### src/rtl/sevenseg_defs.vh
// rtl/sevenseg_defs.vh - active-low seven-segment pattern constants and value codes (g..a order)
`ifndef SEVENSEG_DEFS_VH
`define SEVENSEG_DEFS_VH
localparam logic [6:0] SEG_PAT_0     = 7'b1000000;
localparam logic [6:0] SEG_PAT_1     = 7'b1111001;
localparam logic [6:0] SEG_PAT_2     = 7'b0100100;
localparam logic [6:0] SEG_PAT_3     = 7'b0110000;
localparam logic [6:0] SEG_PAT_4     = 7'b0011001;
localparam logic [6:0] SEG_PAT_5     = 7'b0010010;
localparam logic [6:0] SEG_PAT_6     = 7'b0000010;
localparam logic [6:0] SEG_PAT_7     = 7'b1111000;
localparam logic [6:0] SEG_PAT_8     = 7'b0000000;
localparam logic [6:0] SEG_PAT_9     = 7'b0010000;
localparam logic [6:0] SEG_PAT_A     = 7'b0001000;
localparam logic [6:0] SEG_PAT_B     = 7'b0000011;
localparam logic [6:0] SEG_PAT_C     = 7'b1000110;
localparam logic [6:0] SEG_PAT_D     = 7'b0100001;
localparam logic [6:0] SEG_PAT_E     = 7'b0000110;
localparam logic [6:0] SEG_PAT_F     = 7'b0001110;
localparam logic [6:0] SEG_PAT_BLANK = 7'b1111111;
localparam logic [3:0] SEG_VAL_BLANK = 4'hF;
localparam logic [3:0] SEG_VAL_ERR   = 4'hF;
`endif

### src/rtl/sevenseg_capture_pkg.sv
// rtl/sevenseg_capture_pkg.sv - shared pattern constants and decode result type for sevenseg_capture
package sevenseg_capture_pkg;
  `include "sevenseg_defs.vh"

  typedef struct packed {
    logic [3:0] value;
    logic       blank;
    logic       err;
  } seg_dec_t;
endpackage

### src/rtl/seg_pattern_decode.sv
// rtl/seg_pattern_decode.sv - combinational active-low pattern to digit value decoder
// Define SEVENSEG_CAP_HEX_EN to accept the A-F patterns as valid values.
module seg_pattern_decode
  import sevenseg_capture_pkg::*;
(
  input  logic [6:0] pattern,
  output logic [3:0] value,
  output logic       blank,
  output logic       err
);

  always_comb begin
    value = SEG_VAL_ERR;
    blank = 1'b0;
    err   = 1'b1;
    case (pattern)
      SEG_PAT_0: begin value = 4'h0; err = 1'b0; end
      SEG_PAT_1: begin value = 4'h1; err = 1'b0; end
      SEG_PAT_2: begin value = 4'h2; err = 1'b0; end
      SEG_PAT_3: begin value = 4'h3; err = 1'b0; end
      SEG_PAT_4: begin value = 4'h4; err = 1'b0; end
      SEG_PAT_5: begin value = 4'h5; err = 1'b0; end
      SEG_PAT_6: begin value = 4'h6; err = 1'b0; end
      SEG_PAT_7: begin value = 4'h7; err = 1'b0; end
      SEG_PAT_8: begin value = 4'h8; err = 1'b0; end
      SEG_PAT_9: begin value = 4'h9; err = 1'b0; end
      SEG_PAT_BLANK: begin value = SEG_VAL_BLANK; blank = 1'b1; err = 1'b0; end
`ifdef SEVENSEG_CAP_HEX_EN
      SEG_PAT_A: begin value = 4'hA; err = 1'b0; end
      SEG_PAT_B: begin value = 4'hB; err = 1'b0; end
      SEG_PAT_C: begin value = 4'hC; err = 1'b0; end
      SEG_PAT_D: begin value = 4'hD; err = 1'b0; end
      SEG_PAT_E: begin value = 4'hE; err = 1'b0; end
      SEG_PAT_F: begin value = 4'hF; err = 1'b0; end
`else
      SEG_PAT_A, SEG_PAT_B, SEG_PAT_C, SEG_PAT_D, SEG_PAT_E, SEG_PAT_F: begin
        value = SEG_VAL_ERR;
        err   = 1'b1;
      end
`endif
      default: ;
    endcase
  end

endmodule

### src/rtl/sevenseg_capture.sv
// rtl/sevenseg_capture.sv - debounced read-back of a multiplexed active-low seven-segment bus
// Hex digit acceptance follows SEVENSEG_CAP_HEX_EN inside seg_pattern_decode.
module sevenseg_capture
  import sevenseg_capture_pkg::*;
#(
  parameter int NDIG   = 4,
  parameter int STABLE = 3,
  localparam int IDX_W = (NDIG > 1) ? $clog2(NDIG) : 1,
  localparam int CNT_W = $clog2(STABLE + 1)
) (
  input  logic                clk,
  input  logic                rst_n,
  input  logic [6:0]          seg_in,
  input  logic [NDIG-1:0]     an_in,
  output logic [4*NDIG-1:0]   digits,
  output logic [NDIG-1:0]     blank,
  output logic [NDIG-1:0]     err,
  output logic                update,
  output logic [IDX_W-1:0]    upd_idx
);

  logic [6:0]        seg_q;
  logic [NDIG-1:0]   an_q;
  logic [6:0]        cand_q [NDIG];
  logic [6:0]        cand_d [NDIG];
  logic [CNT_W-1:0]  cnt_q  [NDIG];
  logic [CNT_W-1:0]  cnt_d  [NDIG];
  logic [6:0]        com_q  [NDIG];
  logic [6:0]        com_d  [NDIG];
  logic [4*NDIG-1:0] digits_q, digits_d;
  logic [NDIG-1:0]   blank_q, blank_d;
  logic [NDIG-1:0]   err_q, err_d;
  logic              update_q, update_d;
  logic [IDX_W-1:0]  upd_idx_q, upd_idx_d;
  logic              valid;
  logic [CNT_W-1:0]  new_cnt;
  seg_dec_t          dec;

  seg_pattern_decode u_decode (
    .pattern (seg_q),
    .value   (dec.value),
    .blank   (dec.blank),
    .err     (dec.err)
  );

  // A sample is only meaningful when exactly one digit enable is active.
  always_comb begin
    int n_act;
    n_act = 0;
    for (int i = 0; i < NDIG; i++) begin
      if (!an_q[i]) n_act++;
    end
    valid = (n_act == 1);
  end

  always_comb begin
    cand_d    = cand_q;
    cnt_d     = cnt_q;
    com_d     = com_q;
    digits_d  = digits_q;
    blank_d   = blank_q;
    err_d     = err_q;
    update_d  = 1'b0;
    upd_idx_d = upd_idx_q;
    new_cnt   = '0;
    for (int i = 0; i < NDIG; i++) begin
      if (valid && !an_q[i]) begin
        if (seg_q == cand_q[i]) begin
          new_cnt = (cnt_q[i] == CNT_W'(STABLE)) ? cnt_q[i] : cnt_q[i] + CNT_W'(1);
        end else begin
          cand_d[i] = seg_q;
          new_cnt   = CNT_W'(1);
        end
        cnt_d[i] = new_cnt;
        if (new_cnt == CNT_W'(STABLE) && seg_q != com_q[i]) begin
          com_d[i]          = seg_q;
          digits_d[4*i +: 4] = dec.value;
          blank_d[i]        = dec.blank;
          err_d[i]          = dec.err;
          update_d          = 1'b1;
          upd_idx_d         = IDX_W'(i);
        end
      end
    end
  end

  always_ff @(posedge clk) begin
    if (!rst_n) begin
      seg_q     <= '1;
      an_q      <= '1;
      for (int i = 0; i < NDIG; i++) begin
        cand_q[i] <= SEG_PAT_BLANK;
        cnt_q[i]  <= '0;
        com_q[i]  <= SEG_PAT_BLANK;
      end
      digits_q  <= {NDIG{SEG_VAL_BLANK}};
      blank_q   <= '1;
      err_q     <= '0;
      update_q  <= 1'b0;
      upd_idx_q <= '0;
    end else begin
      seg_q     <= seg_in;
      an_q      <= an_in;
      cand_q    <= cand_d;
      cnt_q     <= cnt_d;
      com_q     <= com_d;
      digits_q  <= digits_d;
      blank_q   <= blank_d;
      err_q     <= err_d;
      update_q  <= update_d;
      upd_idx_q <= upd_idx_d;
    end
  end

  assign digits  = digits_q;
  assign blank   = blank_q;
  assign err     = err_q;
  assign update  = update_q;
  assign upd_idx = upd_idx_q;

endmodule

### config.mk
export PLATFORM = sky130hd
export DESIGN_NAME = sevenseg_capture
export DESIGN_NICKNAME = d
export VERILOG_FILES = /design/src/rtl/sevenseg_capture_pkg.sv /design/src/rtl/seg_pattern_decode.sv /design/src/rtl/sevenseg_capture.sv
export VERILOG_INCLUDE_DIRS = /design/src /design/src/rtl
export SDC_FILE = /design/constraint.sdc
export NUM_CORES = 1
export LEC_CHECK = 0
export ABC_AREA = 0
export BUFFER_PORTS_ARGS = -buffer_cell sky130_fd_sc_hd__buf_2
export CAP_MARGIN = 20
export CORE_ASPECT_RATIO = 0.5
export CORE_MARGIN = 1.5
export CORE_UTILIZATION = 54
export DETAILED_ROUTE_END_ITERATION = 8
export PLACE_DENSITY = 0.76
export SYNTH_ARGS = -nofsm -noshare
export SYNTH_HDL_FRONTEND = slang
export SYNTH_SLANG_ARGS = --single-unit
export TNS_END_PERCENT = 30
### constraint.sdc
create_clock -name clk -period 3 [get_ports clk]
set_input_delay 0.3 -clock clk [delete_from_list [all_inputs] [get_ports clk]]
set_output_delay 0.3 -clock clk [all_outputs]
set_load 0.01 [all_outputs]
-- After elaboration in Yosys (flattened, before gate mapping)
Index checks and enable logic that the tools add are counted.
- flip-flop bits (word level): 102
- input bits: 13
- output and inout port bits: 27
- word-level logic and storage cells: 123
- $add $sub $neg: 7
- equal/unequal tests: 27
- multiplexer cells: 35
- bitwise logic cells: 4
- reductions and logical operators: 22
- operators with widths (operator ; count):
    32-bit by 2-bit adder with 32-bit output, second input constant ; 3
    32-bit 2-to-1 mux ; 3
    2-bit 2-to-1 mux ; 20
    4-bit case mux with 10 select lines ; 1
    32-bit by 2-bit == test with 1-bit output, second input constant ; 1
    7-bit == test ; 4
    7-bit == test, second input constant ; 4
    7-bit != test ; 4
    7-bit by 5-bit == test with 1-bit output, second input constant ; 3
    2-bit == test, second input constant ; 8
    2-bit AND reduction ; 8
    7-bit by 6-bit == test with 1-bit output, second input constant ; 2
    1-bit 2-to-1 mux ; 11
    11-bit OR reduction ; 1
    2-bit by 1-bit adder with 2-bit output, second input constant ; 4
    1-bit logical AND ; 8
    7-bit by 2-bit == test with 1-bit output, second input constant ; 1
    7-bit logical NOT ; 1
    1-bit logical NOT ; 4
    1-bit NOT ; 4

-- Depth between registers and ports, before layout
- depth after elaboration: 20
- mapped depth: 13
- mapped depth without buffers: 10

-- Modules after synthesis
Synthesis repeated with hierarchy kept, for this count alone.
- cells, all modules: 575
- area total of the unflattened synthesis: 4890.9 µm²
- modules (own cells, without submodules) (module ; times used ; cells an instance ; area an instance (µm²) ; seq. area each (µm²)):
    sevenseg_capture ; 1 ; 543 ; 4659.5 ; 2042.0
    seg_pattern_decode ; 1 ; 32 ; 231.5 ; 0.0

-- Worst setup path after synthesis
OpenSTA, ideal clock, no wires.
- path type: register -> register
- from: register an_q[1]
- to: register com_q[18] (netlist bit)
- library setup time: 0.139 ns
- arrival time: 2.802 ns
- data required time: 2.861 ns
- path slack: 0.059 ns
- stages on the path, launching flop included: 12
- buffers on the path: 2
- period minus slack after synthesis: 2.941 ns
- cells stage by stage: dfxtp_1 -> inv_1 -> ha_1 -> xnor2_1 -> ha_1 -> or2_2 -> o211a_1 -> buf_4 -> or4_4 -> buf_6 -> o21ai_1 -> o211ai_1
- cells in the longest elaborated chain, start to end: 8
- elaborated cells between the ends (all ways): 9
- those cells by class: add/sub (2); eq/ne (1); mux (3); reduce/logical (3)
- RTL lines (element ; RTL line ; source):
    start, declared ; sevenseg_capture.sv:23 ; logic [NDIG-1:0] an_q;
    start signal, assigned ; sevenseg_capture.sv:103 ; an_q <= an_in;
    32-bit 2-to-1 mux ; sevenseg_capture.sv:51 ; if (!an_q[i]) n_act++;
    32-bit by 2-bit adder with 32-bit output ; sevenseg_capture.sv:51 ;
    32-bit 2-to-1 mux ; sevenseg_capture.sv:51 ;
    32-bit by 2-bit adder with 32-bit output ; sevenseg_capture.sv:51 ;
    32-bit 2-to-1 mux ; sevenseg_capture.sv:51 ;
    32-bit by 2-bit == test with 1-bit output ; sevenseg_capture.sv:53 ; valid = (n_act == 1);
    1-bit logical AND * ; sevenseg_capture.sv:67 ; if (valid && !an_q[i]) begin
    2-bit AND reduction (no line) * ; n/a ;
    end signal, assigned ; sevenseg_capture.sv:106 ; com_q <= com_d;
    end, declared ; sevenseg_capture.sv:28 ; logic [6:0] com_q [NDIG];
Every way passes the cells marked *; elsewhere a longest branch is shown, timed or not.
A chain may end at the register's enable or synchronous reset.

-- Worst setup path after layout
- from: register an_q[0]
- to: register upd_idx_q[0] (netlist: upd_idx[0])
- cells in the longest elaborated chain, start to end: 16
- elaborated cells between the ends (all ways): 20
- those cells by class: add/sub (3); eq/ne (1); mux (11); reduce/logical (5)
- RTL lines (element ; RTL line ; source):
    1-bit 2-to-1 mux ; sevenseg_capture.sv:51 ;
    32-bit by 2-bit adder with 32-bit output ; sevenseg_capture.sv:51 ;
    32-bit 2-to-1 mux ; sevenseg_capture.sv:51 ;
    32-bit by 2-bit adder with 32-bit output ; sevenseg_capture.sv:51 ;
    32-bit 2-to-1 mux ; sevenseg_capture.sv:51 ;
    32-bit by 2-bit adder with 32-bit output ; sevenseg_capture.sv:51 ;
    32-bit 2-to-1 mux ; sevenseg_capture.sv:51 ;
    32-bit by 2-bit == test with 1-bit output ; sevenseg_capture.sv:53 ;
    1-bit logical AND ; sevenseg_capture.sv:67 ;
    2-bit 2-to-1 mux ; sevenseg_capture.sv:67 ;
    2-bit 2-to-1 mux ; sevenseg_capture.sv:75 ; if (new_cnt == CNT_W'(STABLE) && seg_q != com_q[i]) begin
    2-bit 2-to-1 mux ; sevenseg_capture.sv:67 ;
    2-bit 2-to-1 mux ; sevenseg_capture.sv:75 ;
    2-bit 2-to-1 mux ; sevenseg_capture.sv:67 ;
    2-bit 2-to-1 mux ; sevenseg_capture.sv:75 ;
    2-bit 2-to-1 mux * ; sevenseg_capture.sv:67 ;
    end signal, assigned ; sevenseg_capture.sv:111 ; upd_idx_q <= upd_idx_d;
    end, declared ; sevenseg_capture.sv:34 ; logic [IDX_W-1:0] upd_idx_q, upd_idx_d;
Marked as above.

==> flow_metrics.env <==
export IMPL_status="completed"
export IMPL_clk_path_buf_depth=2
export IMPL_cts_inserted_buffers=9
export IMPL_placementRows=24
export IMPL_drt_antenna_violating_nets=0
export IMPL_clock_skew_final_ns=0.004236
export IMPL_vias=4439
export IMPL_placeableCoreArea_mm2=0.008768
export IMPL_max_slew_worst_pin_slew_ns=1.056
export IMPL_hold_buffers=0
export IMPL_synth_async_sr_flop_share_pct=0
export IMPL_tritoncts="done"
export IMPL_drt_vias_per_instance=5.982
export IMPL_drcViolationCount=0
export IMPL_io_pins=40
export IMPL_dp_slack_ns=0.04665
export IMPL_setup_violations_final=0
export IMPL_synth_ff_type="sky130_fd_sc_hd__dfxtp_1"
export IMPL_layout_setup_ws_ns=0.05659
export IMPL_layout_drive_gt1_share_pct=18.56
export IMPL_total_design_power_mw=2.978
export IMPL_number_of_antenna_violations_at_the_first_check_in_global_routing=0
export IMPL_h_tree_depth=3
export IMPL_worst_ep_required_time_ns=3.20
export IMPL_hold_class="in -> reg"
export IMPL_numClockSinks=102
export IMPL_totalWireLength_um=12660
export IMPL_crit_arrival_ns=3.14
export IMPL_timing_fmax_mhz=339.7
export IMPL_largest_net_degree_at_the_start_of_global_routing=59
export IMPL_cp_max_fo=12
export IMPL_finished_core_util_pct=64.74
export IMPL_flow_area_growth_from_synthesis_pct=15.18
export IMPL_synth_top_cell_area_share_pct=41.43
export IMPL_critPathLaunchType="flip-flop"
export IMPL_worst_setup_hold_path_clk_slew_ns=0.07
export IMPL_diodes=0
export IMPL_setup_crit_path_kind="reg -> reg"
export IMPL_setup_worst_path_end_class="flip-flop"
export IMPL_insertion_delay_ns=0.35
export IMPL_grt_ovfl_total=0
export IMPL_avgRoutedWirePerCell_um=17.06
export IMPL_ys_ff_latch=102
export IMPL_grt_use_total_pct=26.23
export IMPL_die_area_mm2=0.009744
export IMPL_avgSynthCellArea_um2=8.439
export IMPL_post_route_period_util_pct=98.11
export IMPL_routabilityCongestion=0.9075
export IMPL_finalHoldViolCount=0
export IMPL_ys_warn_count=0
export IMPL_synth_cell_types=56
export IMPL_syn_instance_count=584
export IMPL_power_per_cell_area_mw_per_mm2=524.7
export IMPL_syn_nets=600
export IMPL_seq_area_frac_synth_pct=41.43
export IMPL_drtPass1Iterations=5
export IMPL_static_leakage_power_nw=2.149
export IMPL_report_final_slew_viol_count=0
export IMPL_effective_utilization_at_floorplan_pct=56.21
export IMPL_first_global_vias=4126
export IMPL_die_width_um=138.1
export IMPL_maxCapViolations=0
export IMPL_max_slew_margin_pct=29.50
export IMPL_count_of_flip_flops_with_a_built_in_enable_after_synthesis=0
export IMPL_finalCriticalPeriod_ns=2.943
export IMPL_hpwl_um=8535
export IMPL_layout_nets=636
export IMPL_synth_area_leader_cell="sky130_fd_sc_hd__dfxtp_1"
export IMPL_netlist_top_cells_area="sky130_fd_sc_hd__dfxtp_1 (41%), sky130_fd_sc_hd__nand3_1 (8.1%), sky130_fd_sc_hd__xnor2_1 (6.8%)"
export IMPL_drt_iter0_drc=564
export IMPL_syn_cell_area_mm2=0.004928
export IMPL_portBuffers=39
export IMPL_grt_first_pass_wirelength_um=20620
export IMPL_cts_root_buf="sky130_fd_sc_hd__clkbuf_16"
export IMPL_die_height_um=70.56
export IMPL_highest_ir_drop_seen_on_vdd_mv=0.3077
-- final timing paths --
| check | from | endpoint | slack [ns] | cells past startpoint |
|---|---|---|---|---|
| setup reg to reg | an_q[0] | upd_idx[0] | 0.06 | 9 |
| hold reg to reg | cnt_q[0] | cnt_q[0] | 0.46 | 1 |
| hold / removal | seg_in[2] | seg_q[2] | 0.12 | 2 |
| setup / recovery | an_q[0] | upd_idx[0] | 0.06 | 9 |
-- report_power, final --
group / switching (mW) / internal [mW] / total [mW] / leakage (nW)
sequential: 0.0466 / 1.39 / 1.44 / 0.831
combinational: 0.193 / 0.141 / 0.334 / 1.17
clock: 0.549 / 0.659 / 1.21 / 0.147
-- sequential cells by signal, indices dropped and copies added (netlist names) --
name,cells
cand_q,28
com_q,28
digits,16
cnt_q,8
seg_q,7
an_q,4
blank,4
err,4
upd_idx,2
update,1
-- through the flow --
stage / hold slack [ns] / setup TNS, ns / cell area [µm²] / std cells
finish: 0.1218 / 0 / 5677 / 742
global route: 0.1214 / -0.08400 / 5677 / 742
CTS: 0.1220 / 0 / 5617 / 740
detailed placement: 0.4504 / 0 / 5310 / 724
global placement: 0.4414 / 0 / 5310 / 724
floorplan: 0.4015 / 0 / 4928 / 584
-- synth_stat cells, types with 6 or more instances --
cell,n
sky130_fd_sc_hd__nand4_1,7
sky130_fd_sc_hd__nand2_1,61
sky130_fd_sc_hd__a21oi_1,22
sky130_fd_sc_hd__nand2b_1,11
sky130_fd_sc_hd__or3_1,6
sky130_fd_sc_hd__nor3_1,19
sky130_fd_sc_hd__nor4_1,9
sky130_fd_sc_hd__o211ai_1,7
sky130_fd_sc_hd__dfxtp_1,102
sky130_fd_sc_hd__nand3_1,80
sky130_fd_sc_hd__xor2_1,22
sky130_fd_sc_hd__a211oi_1,8
sky130_fd_sc_hd__buf_2,19
sky130_fd_sc_hd__nor2_1,16
sky130_fd_sc_hd__o21ai_0,24
sky130_fd_sc_hd__o21ai_1,24
sky130_fd_sc_hd__xnor2_1,38
sky130_fd_sc_hd__inv_1,7
sky130_fd_sc_hd__clkbuf_1,27
-- cell usage in the layout, fill, tap and decap left out, types with 5 or more instances in the layout --
cell / count
sky130_fd_sc_hd__buf_4: 37
sky130_fd_sc_hd__nand2b_1: 11
sky130_fd_sc_hd__nand4_1: 7
sky130_fd_sc_hd__clkbuf_16: 9
sky130_fd_sc_hd__inv_1: 7
sky130_fd_sc_hd__a211oi_1: 8
sky130_fd_sc_hd__a21oi_1: 22
sky130_fd_sc_hd__o31ai_1: 5
sky130_fd_sc_hd__or3_1: 6
sky130_fd_sc_hd__nand2_1: 61
sky130_fd_sc_hd__o21ai_0: 24
sky130_fd_sc_hd__nor4_1: 9
sky130_fd_sc_hd__buf_2: 39
sky130_fd_sc_hd__nor3_1: 17
sky130_fd_sc_hd__mux2i_1: 5
sky130_fd_sc_hd__nand3_1: 80
sky130_fd_sc_hd__nor2_1: 15
sky130_fd_sc_hd__xor2_1: 22
sky130_fd_sc_hd__dfxtp_1: 102
sky130_fd_sc_hd__o211ai_1: 7
sky130_fd_sc_hd__o21ai_1: 24
sky130_fd_sc_hd__xnor2_1: 36
-- layout make-up --
| class | instances | area [µm²] |
|---|---|---|
| timing repair buffer | 78 | 513.0 |
| fill | 735 | 3092 |
| clock inverter | 7 | 81.33 |
| tap | 117 | 146.4 |
| multi-input combinational | 422 | 2643 |
| inverter | 7 | 26.28 |
| sequential | 102 | 2042 |
| clock buffer | 9 | 225.2 |
-- worst max-delay path, cell delays in order (launching register included) --
cell	delay (ns)
sky130_fd_sc_hd__dfxtp_1	0.33
sky130_fd_sc_hd__inv_1	0.05
sky130_fd_sc_hd__ha_1	0.36
sky130_fd_sc_hd__xnor2_2	0.18
sky130_fd_sc_hd__ha_1	0.29
sky130_fd_sc_hd__or2_2	0.33
sky130_fd_sc_hd__o211a_4	0.30
sky130_fd_sc_hd__or4_4	0.64
sky130_fd_sc_hd__nor2_2	0.19
sky130_fd_sc_hd__a221oi_1	0.10
-- repair_timing --
| item | in CTS | in global routing |
|---|---|---|
| endpoints found under the setup margin | 0 | 44 |
| setup buffers | 0 | 1 |
| gates resized for setup | 0 | 8 |
-- metal layers --
layer	vias up	track usage, %	share of wire [%]
li1	2126	-	-
met1	2094	38.03	47
met2	190	39.41	42
met3	29	6.500	9.7
met4	0	6.550	1.5
met5	-	0	0
-- kinds of logic (layout without fill, tap and decap cells) --
group / Yosys count / in the layout / synth area share (%)
and+or+nand+nor: 239 / 240 / 25.59
AOI/OAI and AO/OA: 114 / 114 / 14.42
DFF: 102 / 102 / 41.43
buffers and inverters: 61 / 101 / 6.118
xor gates and xnor gates: 60 / 60 / 10.66
muxes: 5 / 5 / 1.016
adders and majority gates: 3 / 3 / 0.7617
Power figures use the tool's default switching activity.
